$ cat src/rtl/conv_result_axis_packer.sv
// rtl/conv_result_axis_packer.sv - ReLU/shift/saturate conv sums, pack 4 pixels per AXIS beat, buffer in FIFO.
// Optional CONV_PACKER_ROUND_EN: round half up before the shift instead of truncating.
module conv_result_axis_packer #(
  parameter int SUM_WIDTH       = 35,
  parameter int AXIS_DATA_WIDTH = 64,
  parameter int QUANT_SHIFT     = 10,
  parameter int FIFO_DEPTH      = 16,
  parameter int PIX_CNT_WIDTH   = 20
) (
  input  logic                         clk,
  input  logic                         rst_n,
  input  logic                         i_start,
  input  logic [PIX_CNT_WIDTH-1:0]     i_total_pixels,
  input  logic                         i_valid,
  input  logic [SUM_WIDTH-1:0]         i_sum_a,
  input  logic [SUM_WIDTH-1:0]         i_sum_b,
  output logic                         o_almost_full,
  output logic                         m_axis_tvalid,
  input  logic                         m_axis_tready,
  output logic [AXIS_DATA_WIDTH-1:0]   m_axis_tdata,
  output logic [AXIS_DATA_WIDTH/8-1:0] m_axis_tkeep,
  output logic                         m_axis_tlast,
  output logic                         o_busy,
  output logic                         o_done,
  output logic                         o_overflow
);
  localparam int KEEP_W  = AXIS_DATA_WIDTH / 8;
  localparam int AW      = $clog2(FIFO_DEPTH);
  localparam int ENTRY_W = AXIS_DATA_WIDTH + KEEP_W + 1;
  localparam logic [AW:0] DEPTH_C = (AW+1)'(FIFO_DEPTH);
  localparam logic [AW:0] AF_C    = (AW+1)'(FIFO_DEPTH - 2);
`ifdef CONV_PACKER_ROUND_EN
  localparam logic [SUM_WIDTH:0] RND = (SUM_WIDTH+1)'(1) << (QUANT_SHIFT - 1);
`endif

  typedef enum logic [1:0] {IDLE, RUN, FLUSH, DONE} state_t;
  state_t state, state_nxt;

  // One extra bit on the sum so the rounding add cannot wrap near full scale.
  function automatic logic [7:0] quant(input logic [SUM_WIDTH-1:0] s);
    logic [SUM_WIDTH:0] ext;
    logic [SUM_WIDTH:0] sh;
    ext = {1'b0, s};
`ifdef CONV_PACKER_ROUND_EN
    ext = ext + RND;
`endif
    sh = ext >> QUANT_SHIFT;
    if (s[SUM_WIDTH-1])
      quant = 8'd0;
    else if (|sh[SUM_WIDTH:8])
      quant = 8'hFF;
    else
      quant = sh[7:0];
  endfunction

  logic [PIX_CNT_WIDTH-1:0] total_q, pix_cnt, pix_nxt;
  logic                     start_ok, accept, drop_in, is_last;
  logic                     q_valid, q_last;
  logic [7:0]               q_a, q_b;
  logic [AXIS_DATA_WIDTH-1:0] pack_data, beat_data;
  logic [KEEP_W-1:0]        beat_keep;
  logic [1:0]               k;
  logic                     push, pop, full, wr_en, ovf_push, last_hs;
  logic [ENTRY_W-1:0]       mem [FIFO_DEPTH];
  logic [ENTRY_W-1:0]       head;
  logic [AW-1:0]            wr_ptr, rd_ptr;
  logic [AW:0]              count;

  assign start_ok = (state == IDLE) && i_start && (i_total_pixels != '0);
  assign accept   = (state == RUN) && i_valid;
  assign drop_in  = i_valid && (state != RUN);
  assign pix_nxt  = pix_cnt + PIX_CNT_WIDTH'(1);
  assign is_last  = (pix_nxt == total_q);

  always_ff @(posedge clk or negedge rst_n) begin
    if (!rst_n) state <= IDLE;
    else        state <= state_nxt;
  end

  always_comb begin
    state_nxt = state;
    case (state)
      IDLE:    if (start_ok) state_nxt = RUN;
      RUN:     if (accept && is_last) state_nxt = FLUSH;
      FLUSH:   if (last_hs) state_nxt = DONE;
      default: state_nxt = IDLE;
    endcase
  end

  always_comb begin
    o_busy = (state != IDLE);
    o_done = (state == DONE);
  end

  always_ff @(posedge clk or negedge rst_n) begin
    if (!rst_n) begin
      total_q <= '0;
      pix_cnt <= '0;
    end else if (start_ok) begin
      total_q <= i_total_pixels;
      pix_cnt <= '0;
    end else if (accept) begin
      pix_cnt <= pix_nxt;
    end
  end

  // Stage 1: quantize both channels and carry the frame-end tag.
  always_ff @(posedge clk or negedge rst_n) begin
    if (!rst_n) begin
      q_valid <= 1'b0;
      q_last  <= 1'b0;
      q_a     <= '0;
      q_b     <= '0;
    end else begin
      q_valid <= accept;
      q_last  <= accept && is_last;
      if (accept) begin
        q_a <= quant(i_sum_a);
        q_b <= quant(i_sum_b);
      end
    end
  end

  always_comb begin
    beat_data = pack_data;
    beat_keep = '0;
    case (k)
      2'd0: begin beat_data[15:0]  = {q_b, q_a}; beat_keep = 8'h03; end
      2'd1: begin beat_data[31:16] = {q_b, q_a}; beat_keep = 8'h0F; end
      2'd2: begin beat_data[47:32] = {q_b, q_a}; beat_keep = 8'h3F; end
      default: begin beat_data[63:48] = {q_b, q_a}; beat_keep = 8'hFF; end
    endcase
  end

  assign push = q_valid && ((k == 2'd3) || q_last);

  // Stage 2: the pack register is cleared on every push so partial beats carry zero bytes.
  always_ff @(posedge clk or negedge rst_n) begin
    if (!rst_n) begin
      pack_data <= '0;
      k         <= '0;
    end else if (start_ok) begin
      pack_data <= '0;
      k         <= '0;
    end else if (q_valid) begin
      if (push) begin
        pack_data <= '0;
        k         <= '0;
      end else begin
        pack_data <= beat_data;
        k         <= k + 2'd1;
      end
    end
  end

  assign head          = mem[rd_ptr];
  assign m_axis_tvalid = (count != '0);
  assign m_axis_tdata  = m_axis_tvalid ? head[ENTRY_W-1 -: AXIS_DATA_WIDTH] : '0;
  assign m_axis_tkeep  = m_axis_tvalid ? head[KEEP_W:1] : '0;
  assign m_axis_tlast  = m_axis_tvalid && head[0];
  assign o_almost_full = (count >= AF_C);
  assign full          = (count == DEPTH_C);
  assign pop           = m_axis_tvalid && m_axis_tready;
  assign wr_en         = push && (!full || pop);
  assign ovf_push      = push && full && !pop;
  assign last_hs       = pop && m_axis_tlast;

  always_ff @(posedge clk) begin
    if (wr_en) mem[wr_ptr] <= {beat_data, beat_keep, q_last};
  end

  always_ff @(posedge clk or negedge rst_n) begin
    if (!rst_n) begin
      wr_ptr <= '0;
      rd_ptr <= '0;
      count  <= '0;
    end else begin
      if (wr_en) wr_ptr <= wr_ptr + AW'(1);
      if (pop)   rd_ptr <= rd_ptr + AW'(1);
      case ({wr_en, pop})
        2'b10:   count <= count + (AW+1)'(1);
        2'b01:   count <= count - (AW+1)'(1);
        default: count <= count;
      endcase
    end
  end

  always_ff @(posedge clk or negedge rst_n) begin
    if (!rst_n)                    o_overflow <= 1'b0;
    else if (drop_in || ovf_push)  o_overflow <= 1'b1;
    else if (start_ok)             o_overflow <= 1'b0;
  end
endmodule

$ cat config.mk
export PLATFORM = sky130hd
export DESIGN_NAME = conv_result_axis_packer
export DESIGN_NICKNAME = d
export VERILOG_FILES = /design/src/rtl/conv_result_axis_packer.sv
export SDC_FILE = /design/constraint.sdc
export NUM_CORES = 2
export LEC_CHECK = 0
export ABC_CLOCK_PERIOD_IN_PS = 14900
export BUFFER_PORTS_ARGS = -buffer_cell sky130_fd_sc_hd__buf_2
export CAP_MARGIN = 20
export CORE_MARGIN = 2
export CORE_UTILIZATION = 46
export CTS_BUF_LIST = sky130_fd_sc_hd__clkbuf_16
export DETAILED_ROUTE_END_ITERATION = 16
export SLEW_MARGIN = 20
export SYNTH_ARGS = -nofsm -noshare
export SYNTH_HDL_FRONTEND = slang
export SYNTH_SLANG_ARGS = --single-unit
export TNS_END_PERCENT = 1
$ cat constraint.sdc
create_clock -name clk -period 14.9 [get_ports clk]
set_input_delay 0.745 -clock clk [delete_from_list [all_inputs] [get_ports clk]]
set_output_delay 0.745 -clock clk [all_outputs]
set_load 0.1 [all_outputs]
==> flow_metrics.py <==
metrics = {
    "run_status": {
        "outcome": "finished with violations",
        "violations": "DRC",
    },
    "layout": {
        "n_fill_cell": 8296,
        "drive_gt1_frac": 0.318,
        "nets": 2670,
        "multi_input_comb_area_sq_mm": 0.0122,
        "register_area_sq_mm": 0.0362,
        "layout.cells.non_filler": 4056,
        "syn_to_final_growth_pct": 13.4,
    },
    "worst_setup_path": {
        "crit_chain": "buf_4, buf_12, mux4_2, mux4_2, nor2b_1, buf_2",
        "critical_path.most_common_cell": "mux4_2",
        "path_max_fanout": 108,
        "cp-startpoint": "rd_ptr[0]",
        "cp-start-kind": "register",
        "cp.arrival_ps": 5240,
        "max_stage_delay_ps": 1100,
        "r2r-start": "q_last",
        "end_kind": "output pin",
        "slowest_stage": "dfrtp_4",
        "critPathRequiredTime_ps": 14160,
        "path_class": "register to output pin",
    },
    "synth": {
        "synth-edff-count": 1088,
        "netlist_instances": 2368,
        "synth_area_leaders": "edfxtp_1 (67%), mux4_2 (16%), dfrtp_1 (7.2%), mux2_2 (1.9%), a22oi_1 (1.0%)",
        "synth.distinct_cells": 62,
        "syn_area_sq_mm": 0.0489,
        "async_flop_share": 0.114,
        "yosysSeqAreaShare": 0.739,
        "syn_avg_cell_area_sq_um": 20.7,
        "ys_top_cells_by_count": "edfxtp_1 (1,088), mux4_2 (340), dfrtp_1 (140)",
        "synth.most_common_cell": "edfxtp_1",
        "ys_warn_count": 0,
        "syn_nets": 2484,
        "synth_top_area_share": 0.667,
        "yosysTopAreaCell": "edfxtp_1",
        "synth_top_flop_cell": "edfxtp_1",
        "synth-seq-cells": 1228,
    },
    "routing": {
        "dr_total_vias": 24100,
        "drcViolationCount": 20,
        "routedWlPerCell_microns": 28.4,
        "post_drt_via_cell_ratio": 5.94,
        "ant_nets": 0,
        "initialDrtViolationCount": 2609,
        "wirelength_microns": 115000,
        "first_pass_iters": 11,
    },
    "clock_network": {
        "cts_tree": "yes",
        "clk_path_buf_depth": 3,
        "cts_max_level": 4,
        "ctsHoldBuffers": 0,
        "cts_buffers": 130,
        "cts_root_buf": "clkbuf_16",
        "cts_sinks": 1228,
        "postCtsSetupRepairBufs": 0,
        "clkLatencyLatePin_ps": 730,
        "clk_pin_slew_ps": 60,
        "cts-resized-gates": 0,
    },
    "sta": {
        "slew_viol_final": 0,
        "rsz0062_at_grt": "no",
        "worst_pin_slew_ps": 1150,
        "slew_headroom": 0.230,
        "whs_ps": 79.9,
        "fin_tns_setup_ps": 0,
        "hold_viol": 0,
        "period_minus_slack_ps": 5990,
        "period_share": 0.402,
        "fmax_ghz": 0.167,
        "setup_viol": 0,
        "finalClockSkew_ps": 27.1,
    },
    "run": {
        "cap_viol_max_count": 0,
    },
    "global_routing": {
        "grt_max_degree": 148,
        "antenna_found_initial": 6,
        "grt_usage": 0.216,
        "grt_pass1_vias": 25100,
        "grt_pass1_wl_microns": 168000,
        "overflow": 0,
    },
    "floorplan": {
        "fp.dieH_microns": 330,
        "dieWidth_microns": 330,
        "ios": 173,
        "initial_core_util": 0.464,
        "die-area_sq_mm": 0.109,
        "core_sq_mm": 0.105,
        "rows": 119,
    },
    "min_path": {
        "worstHoldPathType": "primary input to asynchronous set/reset pin",
    },
    "power": {
        "p_leak_nw": 18.8,
        "power.density_mw_per_mm2": 218,
        "vdd_ir_drop_max_uv": 171,
    },
    "placement": {
        "place.gp.congestion": 0.793,
        "dpl.hpwl_microns": 60800,
        "portBuffers": 152,
        "dp_cells": 3813,
    },
}
-- where the power goes --
group | total [mW] | switching [mW] | internal, mW
registers | 4.58 | 0.232 | 4.35
clock network | 3.09 | 1.32 | 1.77
logic | 4.45 | 3.06 | 1.39
-- placed cells by master (no fill, tap or decap), types with 5 or more instances in the layout --
cell type and instances:
xor2_1 21, clkinv_2 19, mux4_2 340, nor4_1 17, o21ai_0 14, inv_6 8, clkinvlp_4 5, nor2_1 119
xnor2_1 32, bufinv_16 7, a22oi_1 66, clkbuf_16 135, dfrtp_1 136, ha_1 20, nor2_4 12, edfxtp_1 1088
clkinv_1 23, nor3_2 7, inv_1 60, nor3_1 6, buf_2 151, o31ai_1 17, nor2b_1 72, nand3_1 12
a21oi_1 14, mux2_2 82, buf_4 49, nand2b_1 5, nand2_1 47, nand4_1 7
-- stage by stage --
stage / util / setup WS, ps / area, sq um / total power [mW]
floorplan: - / 8290 / 48900 / 8.19
global placement: 0.487 / 9460 / 51400 / 9.09
detailed placement: 0.487 / 9430 / 51400 / 9.19
CTS: 0.526 / 8640 / 55500 / 12.3
global route: 0.526 / 8470 / 55500 / 12.6
finish: 0.526 / 8910 / 55500 / 12.1
-- area by class of cell --
cell class              instances  share of cell area
clock buffers                 135              0.0609
multi-input cells             969               0.220
diodes                          1           0.0000451
well taps                    1391              0.0314
flip-flops and latches       1228               0.652
inverters                      22             0.00149
repair buffers                203              0.0212
clock inverters               107              0.0132
-- routing by layer --
layer	part of all wire	global-route usage
met5	0.000087	0
met4	0.023	0.0615
met3	0.071	0.0420
met2	0.50	0.356
met1	0.41	0.296
-- critical path: cells and delay by family, from the launching register on --
family                 cells  cell delay [ps]
flip-flops                 1             1100
buffers and inverters      3             1930
multiplexers               2             1080
AND/OR/NAND/NOR            1              190
-- path summary, 6_finish.rpt --
| kind | cells after the start | to | slack, ps |
|---|---|---|---|
| max reg2reg | 6 | mem[8][52] | 10590 |
| min reg2reg | 1 | total_q[15] | 510 |
| min | 1 | q_b[3] | 80 |
| min in group clk | 2 | total_q[15] | 270 |
| max | 6 | m_axis_tdata[22] | 8910 |
| max in group asynchronous | 2 | pack_data[43] | 13350 |
-- registers in the layout (all words and copies together), names as in the netlist --
register,count
k,2
q_b,8
rd_ptr,4
mem,1088
q_last,1
q_a,8
pix_cnt,20
count,5
state,2
q_valid,1
total_q,20
o_overflow,1
pack_data,64
wr_ptr,4
-- logic make-up (layout without fill, tap and decap cells) --
| group | Yosys count | after routing | share of synthesized area |
|---|---|---|---|
| flip-flops | 1228 | 1228 | 0.739 |
| multiplexers | 427 | 427 | 0.176 |
| adder cells (fa/ha/maj) | 21 | 21 | 0.00552 |
| AO/OA/AOI/OAI | 135 | 135 | 0.0198 |
| AND/OR/NAND/NOR | 333 | 333 | 0.0350 |
| XOR/XNOR | 53 | 53 | 0.00948 |
| other | 0 | 1 | 0 |
| buffers and inverters | 171 | 467 | 0.0146 |
Power figures use the tool's default switching activity.
